## src/rtl/booth_mult_seq_if.sv

```systemverilog
// booth_mult_seq_if: operand/result bundle for the sequential Booth multiplier.
// Latency: n/a (wiring only). Backpressure: none; start is a strobe, done a one-cycle pulse.
// Signals: start, multiplicand[N], multiplier[N] (requester -> multiplier),
//          product[2N], busy, done (multiplier -> requester).
interface booth_mult_seq_if #(
    parameter int N = 8
);
    logic                  start;
    logic signed [N-1:0]   multiplicand;
    logic signed [N-1:0]   multiplier;
    logic signed [2*N-1:0] product;
    logic                  busy;
    logic                  done;

    // Requester side: drives the operands and the start strobe.
    modport master (
        output start,
        output multiplicand,
        output multiplier,
        input  product,
        input  busy,
        input  done
    );

    // Multiplier side.
    modport slave (
        input  start,
        input  multiplicand,
        input  multiplier,
        output product,
        output busy,
        output done
    );
endinterface

```

## src/rtl/booth_mult_seq.sv

```systemverilog
// booth_mult_seq: sequential radix-2 Booth multiplier, one add/sub-and-shift step per clock.
// Latency: start edge + N step edges; done pulses the cycle after the last step (N+1 clocks).
// Backpressure: none; start is ignored while busy, accepted in IDLE or in the DONE cycle.
// Ports: clk (rising edge), rst (async, active-high), bus (booth_mult_seq_if.slave:
//        start, multiplicand, multiplier in; product, busy, done out).
// Option: define BOOTH_ZERO_SKIP_EN to finish immediately (product 0, done next cycle,
//         busy never set) when either operand is zero.
module booth_mult_seq #(
    parameter int N = 8
) (
    input  logic              clk,
    input  logic              rst,
    booth_mult_seq_if.slave   bus
);
    localparam int CW = $clog2(N + 1);
    localparam logic [N:0] ONE = (N + 1)'(1);

    typedef enum logic [1:0] {
        IDLE = 2'd0,
        RUN  = 2'd1,
        DONE = 2'd2
    } state_t;

    state_t            state_q;
    logic [N:0]        a_q;      // accumulator, one guard bit so M = -2^(N-1) negates cleanly
    logic [N:0]        m_q;      // sign-extended multiplicand
    logic [N:0]        q_q;      // {multiplier bits still to consume, q_-1}
    logic [CW-1:0]     cnt_q;    // steps remaining
    logic [2*N-1:0]    product_q;
    logic              busy_q;
    logic              done_q;

    logic [N:0]        sum;
    logic [N:0]        a_d;
    logic [N:0]        q_d;
    logic              skip;

    // One Booth step: add/subtract M by the current bit pair, then arithmetic
    // right shift of the concatenated {S, Q}.
    always_comb begin
        sum = a_q;
        case (q_q[1:0])
            2'b01:   sum = a_q + m_q;
            2'b10:   sum = a_q + ~m_q + ONE;
            default: sum = a_q;
        endcase
        a_d = {sum[N], sum[N:1]};
        q_d = {sum[0], q_q[N:1]};
    end

`ifdef BOOTH_ZERO_SKIP_EN
    assign skip = (bus.multiplicand == '0) || (bus.multiplier == '0);
`else
    assign skip = 1'b0;
`endif

    always_ff @(posedge clk or posedge rst) begin
        if (rst) begin
            state_q   <= IDLE;
            a_q       <= '0;
            m_q       <= '0;
            q_q       <= '0;
            cnt_q     <= '0;
            product_q <= '0;
            busy_q    <= 1'b0;
            done_q    <= 1'b0;
        end else begin
            // done is a pulse unless the final step re-asserts it below.
            done_q <= 1'b0;
            case (state_q)
                IDLE, DONE: begin
                    if (bus.start) begin
                        if (skip) begin
                            // Zero operand: result known without iterating.
                            state_q   <= DONE;
                            product_q <= '0;
                            done_q    <= 1'b1;
                        end else begin
                            state_q <= RUN;
                            a_q     <= '0;
                            m_q     <= {bus.multiplicand[N-1], bus.multiplicand};
                            q_q     <= {bus.multiplier, 1'b0};
                            cnt_q   <= CW'(N);
                            busy_q  <= 1'b1;
                        end
                    end else begin
                        state_q <= IDLE;
                    end
                end
                RUN: begin
                    a_q   <= a_d;
                    q_q   <= q_d;
                    cnt_q <= cnt_q - CW'(1);
                    if (cnt_q == CW'(1)) begin
                        // After N shifts the low product half sits in Q above q_-1.
                        product_q <= {a_d[N-1:0], q_d[N:1]};
                        state_q   <= DONE;
                        busy_q    <= 1'b0;
                        done_q    <= 1'b1;
                    end
                end
                default: begin
                    state_q <= IDLE;
                    busy_q  <= 1'b0;
                end
            endcase
        end
    end

    assign bus.product = product_q;
    assign bus.busy    = busy_q;
    assign bus.done    = done_q;
endmodule

```

## src/flat_wrapper.sv

```systemverilog
// flat-port wrapper written by rule: the top's interface ports become plain ports
module booth_mult_seq_flat 
#(
    parameter int N = 8
)
  (clk, rst, bus_start, bus_multiplicand, bus_multiplier, bus_product, bus_busy, bus_done);
  booth_mult_seq_if #(.N(N)) bus_i ();
  input  logic clk;
  input  logic rst;
  input wire logic [$bits(bus_i.start)-1:0] bus_start;
  input wire logic [$bits(bus_i.multiplicand)-1:0] bus_multiplicand;
  input wire logic [$bits(bus_i.multiplier)-1:0] bus_multiplier;
  output wire logic [$bits(bus_i.product)-1:0] bus_product;
  output wire logic [$bits(bus_i.busy)-1:0] bus_busy;
  output wire logic [$bits(bus_i.done)-1:0] bus_done;
  assign bus_i.start = bus_start;
  assign bus_i.multiplicand = bus_multiplicand;
  assign bus_i.multiplier = bus_multiplier;
  assign bus_product = bus_i.product;
  assign bus_busy = bus_i.busy;
  assign bus_done = bus_i.done;
  booth_mult_seq #(.N(N)) u_core (.clk(clk), .rst(rst), .bus(bus_i));
endmodule
```

## config.mk

```make
export PLATFORM = sky130hd
export DESIGN_NAME = booth_mult_seq_flat
export DESIGN_NICKNAME = d
export VERILOG_FILES = /design/src/rtl/booth_mult_seq_if.sv /design/src/rtl/booth_mult_seq.sv /design/src/flat_wrapper.sv
export SDC_FILE = /design/constraint.sdc
export NUM_CORES = 1
export LEC_CHECK = 0
export CORE_AREA = 2 2 93 95
export DETAILED_ROUTE_END_ITERATION = 12
export DIE_AREA = 0 0 95 97
export PLACE_DENSITY_LB_ADDON = 0.05
export SLEW_MARGIN = 20
export SYNTH_ARGS = -nofsm -noshare
export SYNTH_HDL_FRONTEND = slang
export SYNTH_SLANG_ARGS = --single-unit
```

## constraint.sdc

```tcl
create_clock -name clk -period 2.4 [get_ports clk]
set_clock_uncertainty 0.2 [all_clocks]
set_input_delay 0.48 -clock clk [delete_from_list [all_inputs] [get_ports clk]]
set_output_delay 0.48 -clock clk [all_outputs]
set_load 0.01 [all_outputs]
```

Word-level counts from Yosys, hierarchy flattened
Cells that the tools add are included.
W data, S select, Z words.
{ "op_classes": {"n_addsub": 4, "n_eq_ne": 7, "n_bitwise": 1, "n_reduce_logical": 7, "mux": 15} }
{ "op_table": {"columns": ["op", "n"], "rows": [
  ["$pmux W9 S2", 3],
  ["$add A9 B9 Y9", 2],
  ["$mux W9", 2],
  ["$add A9 B1 Y9 const B", 1],
  ["$not A9 Y9", 1],
  ["$pmux W4 S2", 1],
  ["$reduce_and A2 Y1", 4],
  ["$mux W1", 5],
  ["$eq A2 B1 Y1 const B", 2],
  ["$eq A2 B2 Y1 const B", 2],
  ["$eq A4 B1 Y1 const B", 1],
  ["$mux W4", 1],
  ["$pmux W2 S2", 1],
  ["$sub A4 B1 Y4 const B", 1],
  ["$logic_not A2 Y1", 1],
  ["$mux W2", 1],
  ["$ne A2 B1 Y1 const B", 1],
  ["$ne A2 B2 Y1 const B", 1],
  ["$pmux W1 S2", 1],
  ["$reduce_bool A2 Y1", 1],
  ["$reduce_or A2 Y1", 1]
]} }
{ "word_totals": {"ff_bits": 50, "wordCells": 42, "in_bits": 19} }

Longest topological paths before layout
{ "logic_depth": {"depth_word": 5, "ltp_mapped": 9} }

Least setup slack after synthesis
OpenSTA, ideal clock, no wires.
{ "synth_path": {"path_type": "reg2reg", "from": "register u_core.m_q[0]", "to": "register u_core.product_q[11], in the netlist u_core.bus.product[11]", "required_time_ns": 2.068, "path_stages_with_launch": 8, "t_arrival_ns": 1.953, "setup_time_ns": 0.132, "slack_ns": 0.115, "cell_sequence": "dfrtp_1 > ha_1 > fa_1 > nor3b_2 > or3_1 > a221oi_1 > o31a_1 > o21ai_1"} }
{ "synth_via": {"elab_chain_cells": 4, "word_cells_on_any_way": 5, "classes_between": "3 x add/sub; 1 x mux; 1 x bitwise"} }
{ "synth_lines": {"columns": ["item", "line_no", "source"], "rows": [
  ["start: declaration", "booth_mult_seq.sv:26", "logic [N:0] m_q;"],
  ["start signal: assignment", "booth_mult_seq.sv:81", "m_q <= {bus.multiplicand[N-1], bus.multiplicand};"],
  ["$not A9 Y9", "booth_mult_seq.sv:44", "2'b10: sum = a_q + ~m_q + ONE;"],
  ["$add A9 B9 Y9", "booth_mult_seq.sv:44", null],
  ["$add A9 B1 Y9", "booth_mult_seq.sv:44", null],
  ["$pmux W9 S2 *", "booth_mult_seq.sv:42", "case (q_q[1:0])"],
  ["end signal: assignment", "booth_mult_seq.sv:96", "product_q <= {a_d[N-1:0], q_d[N:1]};"],
  ["end: declaration", "booth_mult_seq.sv:29", "logic [2*N-1:0] product_q;"]
]} }
Mark *: on every way between the ends. The rest lies on a longest branch, timed or not.
A chain may end at the register's enable or synchronous reset.

Worst setup path in the final report
{ "layout_path": {"from": "register u_core.a_q[0]", "to": "register u_core.a_q[7]"} }
{ "layout_via": {"elab_chain_cells": 4, "word_cells_on_any_way": 5, "classes_between": "3 x add/sub; 2 x mux"} }
{ "layout_lines": {"columns": ["item", "line_no", "source"], "rows": [
  ["start: declaration", "booth_mult_seq.sv:25", "logic [N:0] a_q;"],
  ["start signal: assignment", "booth_mult_seq.sv:60", "a_q <= '0;"],
  ["start signal: assignment", "booth_mult_seq.sv:80", "a_q <= '0;"],
  ["start signal: assignment", "booth_mult_seq.sv:91", "a_q <= a_d;"],
  ["$add A9 B9 Y9", "booth_mult_seq.sv:44", null],
  ["$add A9 B1 Y9", "booth_mult_seq.sv:44", null],
  ["$pmux W9 S2 *", "booth_mult_seq.sv:42", null],
  ["$pmux W9 S2 *", "booth_mult_seq.sv:70", "case (state_q)"]
]} }
Marks and branches as above.

==> impl_metrics.yaml <==
outcome:
  status: "completed"
pwr:
  seq_power_share: 0.250
  switching_share: 0.4433
  intPower_uw: 3218
  power_density_nw_per_um2: 1485
  p_leak_uw: 0.001732
  pwr-share-clk: 0.106
  power_frac_comb: 0.644
  max-vdd-ir-drop_v: 0.0005946
  switchingPower_uw: 2562
floorplan:
  core_area_sq_um: 8134
  die-area_sq_um: 9215
  initial_core_util: 0.3709
  pin_count: 37
  die_w_microns: 95
  rows: 33
  die_y_microns: 97
routing:
  routedWlPerCell_microns: 15.41
  vias: 2589
  vias_per_cell: 5.199
  drt.antenna.violating_nets: 0
  drt_iter0_drc: 93
  drt_wl_total_mm: 7.672
  dr.pass1.iters: 4
  drc_errors: 0
synthesis:
  synth_top_area_cell: "dfrtp_1"
  yosys_warnings: 0
  ys_seq_area_frac: 0.4065
  synth.distinct_cells: 61
  yosysTopAreaCellShare: 0.4065
  synth-seq-cells: 49
  synth_edf_count: 0
  synth_area_leaders: "dfrtp_1 (41%), ha_1 (8.3%), nand2_1 (7.8%), o21ai_0 (3.6%), inv_1 (2.9%)"
  netlist_instances: 336
  mappedNetlistArea_sq_um: 3017
  synth_flop_cell: "dfrtp_1"
  synthesis.nets: 377
  async_reset_ff_frac: 1.000
  syn_area_per_cell_sq_um: 8.978
worst_setup_path:
  slowest_stage: "dfrtp_1"
  worstSetupPathType: "reg -> reg"
  cp-end-kind: "flip-flop"
  rr_endpoint: "u_core.a_q[7]"
  regToRegSetupSlack_ns: 0.01
  worstPathMaxFanout: 4
  critPathRequiredTime_ns: 2.40
  path_cells: "inv_1 -> ha_2 -> inv_2 -> fa_2 -> a211oi_4 -> nor2_1 -> o211ai_1 -> a221oi_2 -> o32ai_1"
  start_kind: "flip-flop"
  reg2regPathDepth: 9
  max_stage_delay_ns: 0.41
  r2r-start: "u_core.a_q[0]"
  crit_arrival_ns: 2.39
global_route:
  gr-total-overflow: 0
  grt_use_met3: 0.02414
  use_met1: 0.2669
  grt_pass1_vias: 2687
  grtUsageTotal: 0.1824
  antenna_found_initial: 0
  globalRouteMet2Util: 0.2821
  grt.busiest_layer: "met2"
  grt_max_degree: 32
  grt_pass1_wl_mm: 13.39
finish:
  instances_no_fill: 498
  nNetsFinal: 433
  area_growth_syn_to_layout_pct: 28.99
  final_cell_area_sq_um: 3891
  utilization: 0.4784
  diodes: 0
  drive_gt1_frac: 0.1883
clock_network:
  cts_sinks: 49
  cts_buffers: 5
  tritoncts: "yes"
  clk_pin_slew_worst_paths_ns: 0.09
  clock_latency_ns: 0.30
  htreeDepth: 2
  clockRootBuffer: "clkbuf_8"
  cts.path.max_buffers: 2
sta:
  max_slew.worst_pin.slew_ns: 0.7235
  timing.fmax_mhz: 419.2
  slew-limit-headroom: 0.5172
  rsz0062_at_grt: "yes"
  holdWs_ns: 0.2780
  hold_viol_final: 0
  worst_slack_ns: 0.01444
  min_period_ns: 2.386
  final.period_utilization: 0.9940
  setup_viol: 0
  slew_viol_final: 0
place:
  io_buffers: 36
  detailed_place_hpwl_mm: 5.658
  placed_area_sq_um: 3643
  placed_cells: 486
  gp_congestion: 0.9185
  post-place-ws_ns: -0.08822
min_path:
  holdPathStages: 1
  min_to: "u_core.cnt_q[3]"
  min_from: "u_core.cnt_q[3]"
  hold_path.class: "reg -> reg"
run:
  drv_cap: 0
[worst max-delay path by stage]
stage          depth (start not counted)     startpoint                endpoint  slack (ns)
5_1_grt                                9  u_core.a_q[0]           u_core.a_q[7]       -0.18
2_1_floorplan                          7  u_core.m_q[0]  u_core.bus.product[11]        0.12
3_5_place_dp                           7  u_core.m_q[0]           u_core.a_q[3]       -0.09
6_report                               9  u_core.a_q[0]           u_core.a_q[7]        0.01
3_3_place_gp                           5      bus_start           u_core.a_q[6]       -0.18
4_1_cts                                7  u_core.m_q[0]           u_core.a_q[3]       0.003
[synthesized netlist by cell type (4+ instances only)]
library cell	number
buf_2	7
o21ai_0	22
o21ai_1	5
nand3_1	8
nor3_1	4
dfrtp_1	49
o31ai_1	4
nor2_1	12
ha_1	20
nand2b_1	8
a22oi_1	9
nor2b_1	7
nand2_1	63
clkbuf_1	9
inv_1	23
a21oi_1	15
[what timing repair did]
item,4_1_cts,5_1_grt
hold buffers,0,0
resized for setup,4,18
buffers inserted,1,3
pin swaps,3,8
setup endpoints to repair,4,10
[stage by stage]
| stage | power, uW | setup TNS [ns] |
|---|---|---|
| detailed placement | 4857 | -0.1620 |
| global route | 6323 | -0.3092 |
| finish | 5779 | 0 |
| global placement | 4825 | -1.066 |
| floorplan | 3668 | 0 |
| CTS | 5569 | 0 |
[sequential cells by signal (all words and copies together), names as in the netlist]
register	flops
u_core.bus.done	1
u_core.m_q	8
u_core.q_q	9
u_core.bus.busy	1
u_core.a_q	8
u_core.cnt_q	4
u_core.state_q	2
u_core.bus.product	16
[cells in the final DEF (no fill, tap or decap), drive strengths merged, types with 7 or more instances in the layout]
cell type and instances:
nand2 63, dfrtp 49, clkdlybuf4s50 36, buf 32, o21ai 28, inv 25
ha 20, a21oi 15, nor2 12, a22oi 9, nand3 8, nand2b 8
nor2b 7, clkbuf 7
[power by group through the flow]
| stage | combinational [uW] | clock (uW) | sequential (uW) |
|---|---|---|---|
| global route | 4150 | 676 | 1500 |
| detailed placement | 3400 | 0 | 1460 |
| CTS | 3480 | 639 | 1450 |
| floorplan | 2190 | 0 | 1480 |
| finish | 3720 | 611 | 1450 |
| global placement | 3370 | 0 | 1460 |
[layer usage]
layer	vias up	part of all wire
li1	1294	-
met5	-	0
met2	35	0.47
met3	7	0.022
met1	1253	0.49
met4	0	0.012
[final cells by class]
| type | count | area, sq um |
|---|---|---|
| clock inverters | 1 | 30.03 |
| fillers | 796 | 4243 |
| multi-input cells | 243 | 1710 |
| clock buffers | 7 | 86.33 |
| repair buffers | 68 | 613.1 |
| flip-flops and latches | 49 | 1226 |
| well taps | 105 | 131.4 |
| inverters | 25 | 93.84 |
[cell families (layout without fill, tap and decap cells)]
group	Yosys count	after routing	share of synthesized area
simple gates	127	127	0.2095
compound gates	90	90	0.2120
flops	49	49	0.4065
buf+inv	44	101	0.06180
fa+ha+maj	22	22	0.09623
mux	4	4	0.01410
[worst max-delay path, delay by kind of cell, from the launching register on]
family | cells | cell delay, ns
AOI/OAI and AO/OA | 4 | 0.91
DFF | 1 | 0.41
adders and majority gates | 2 | 0.55
buffers and inverters | 2 | 0.10
and+or+nand+nor | 1 | 0.11
Power figures use the tool's default switching activity.
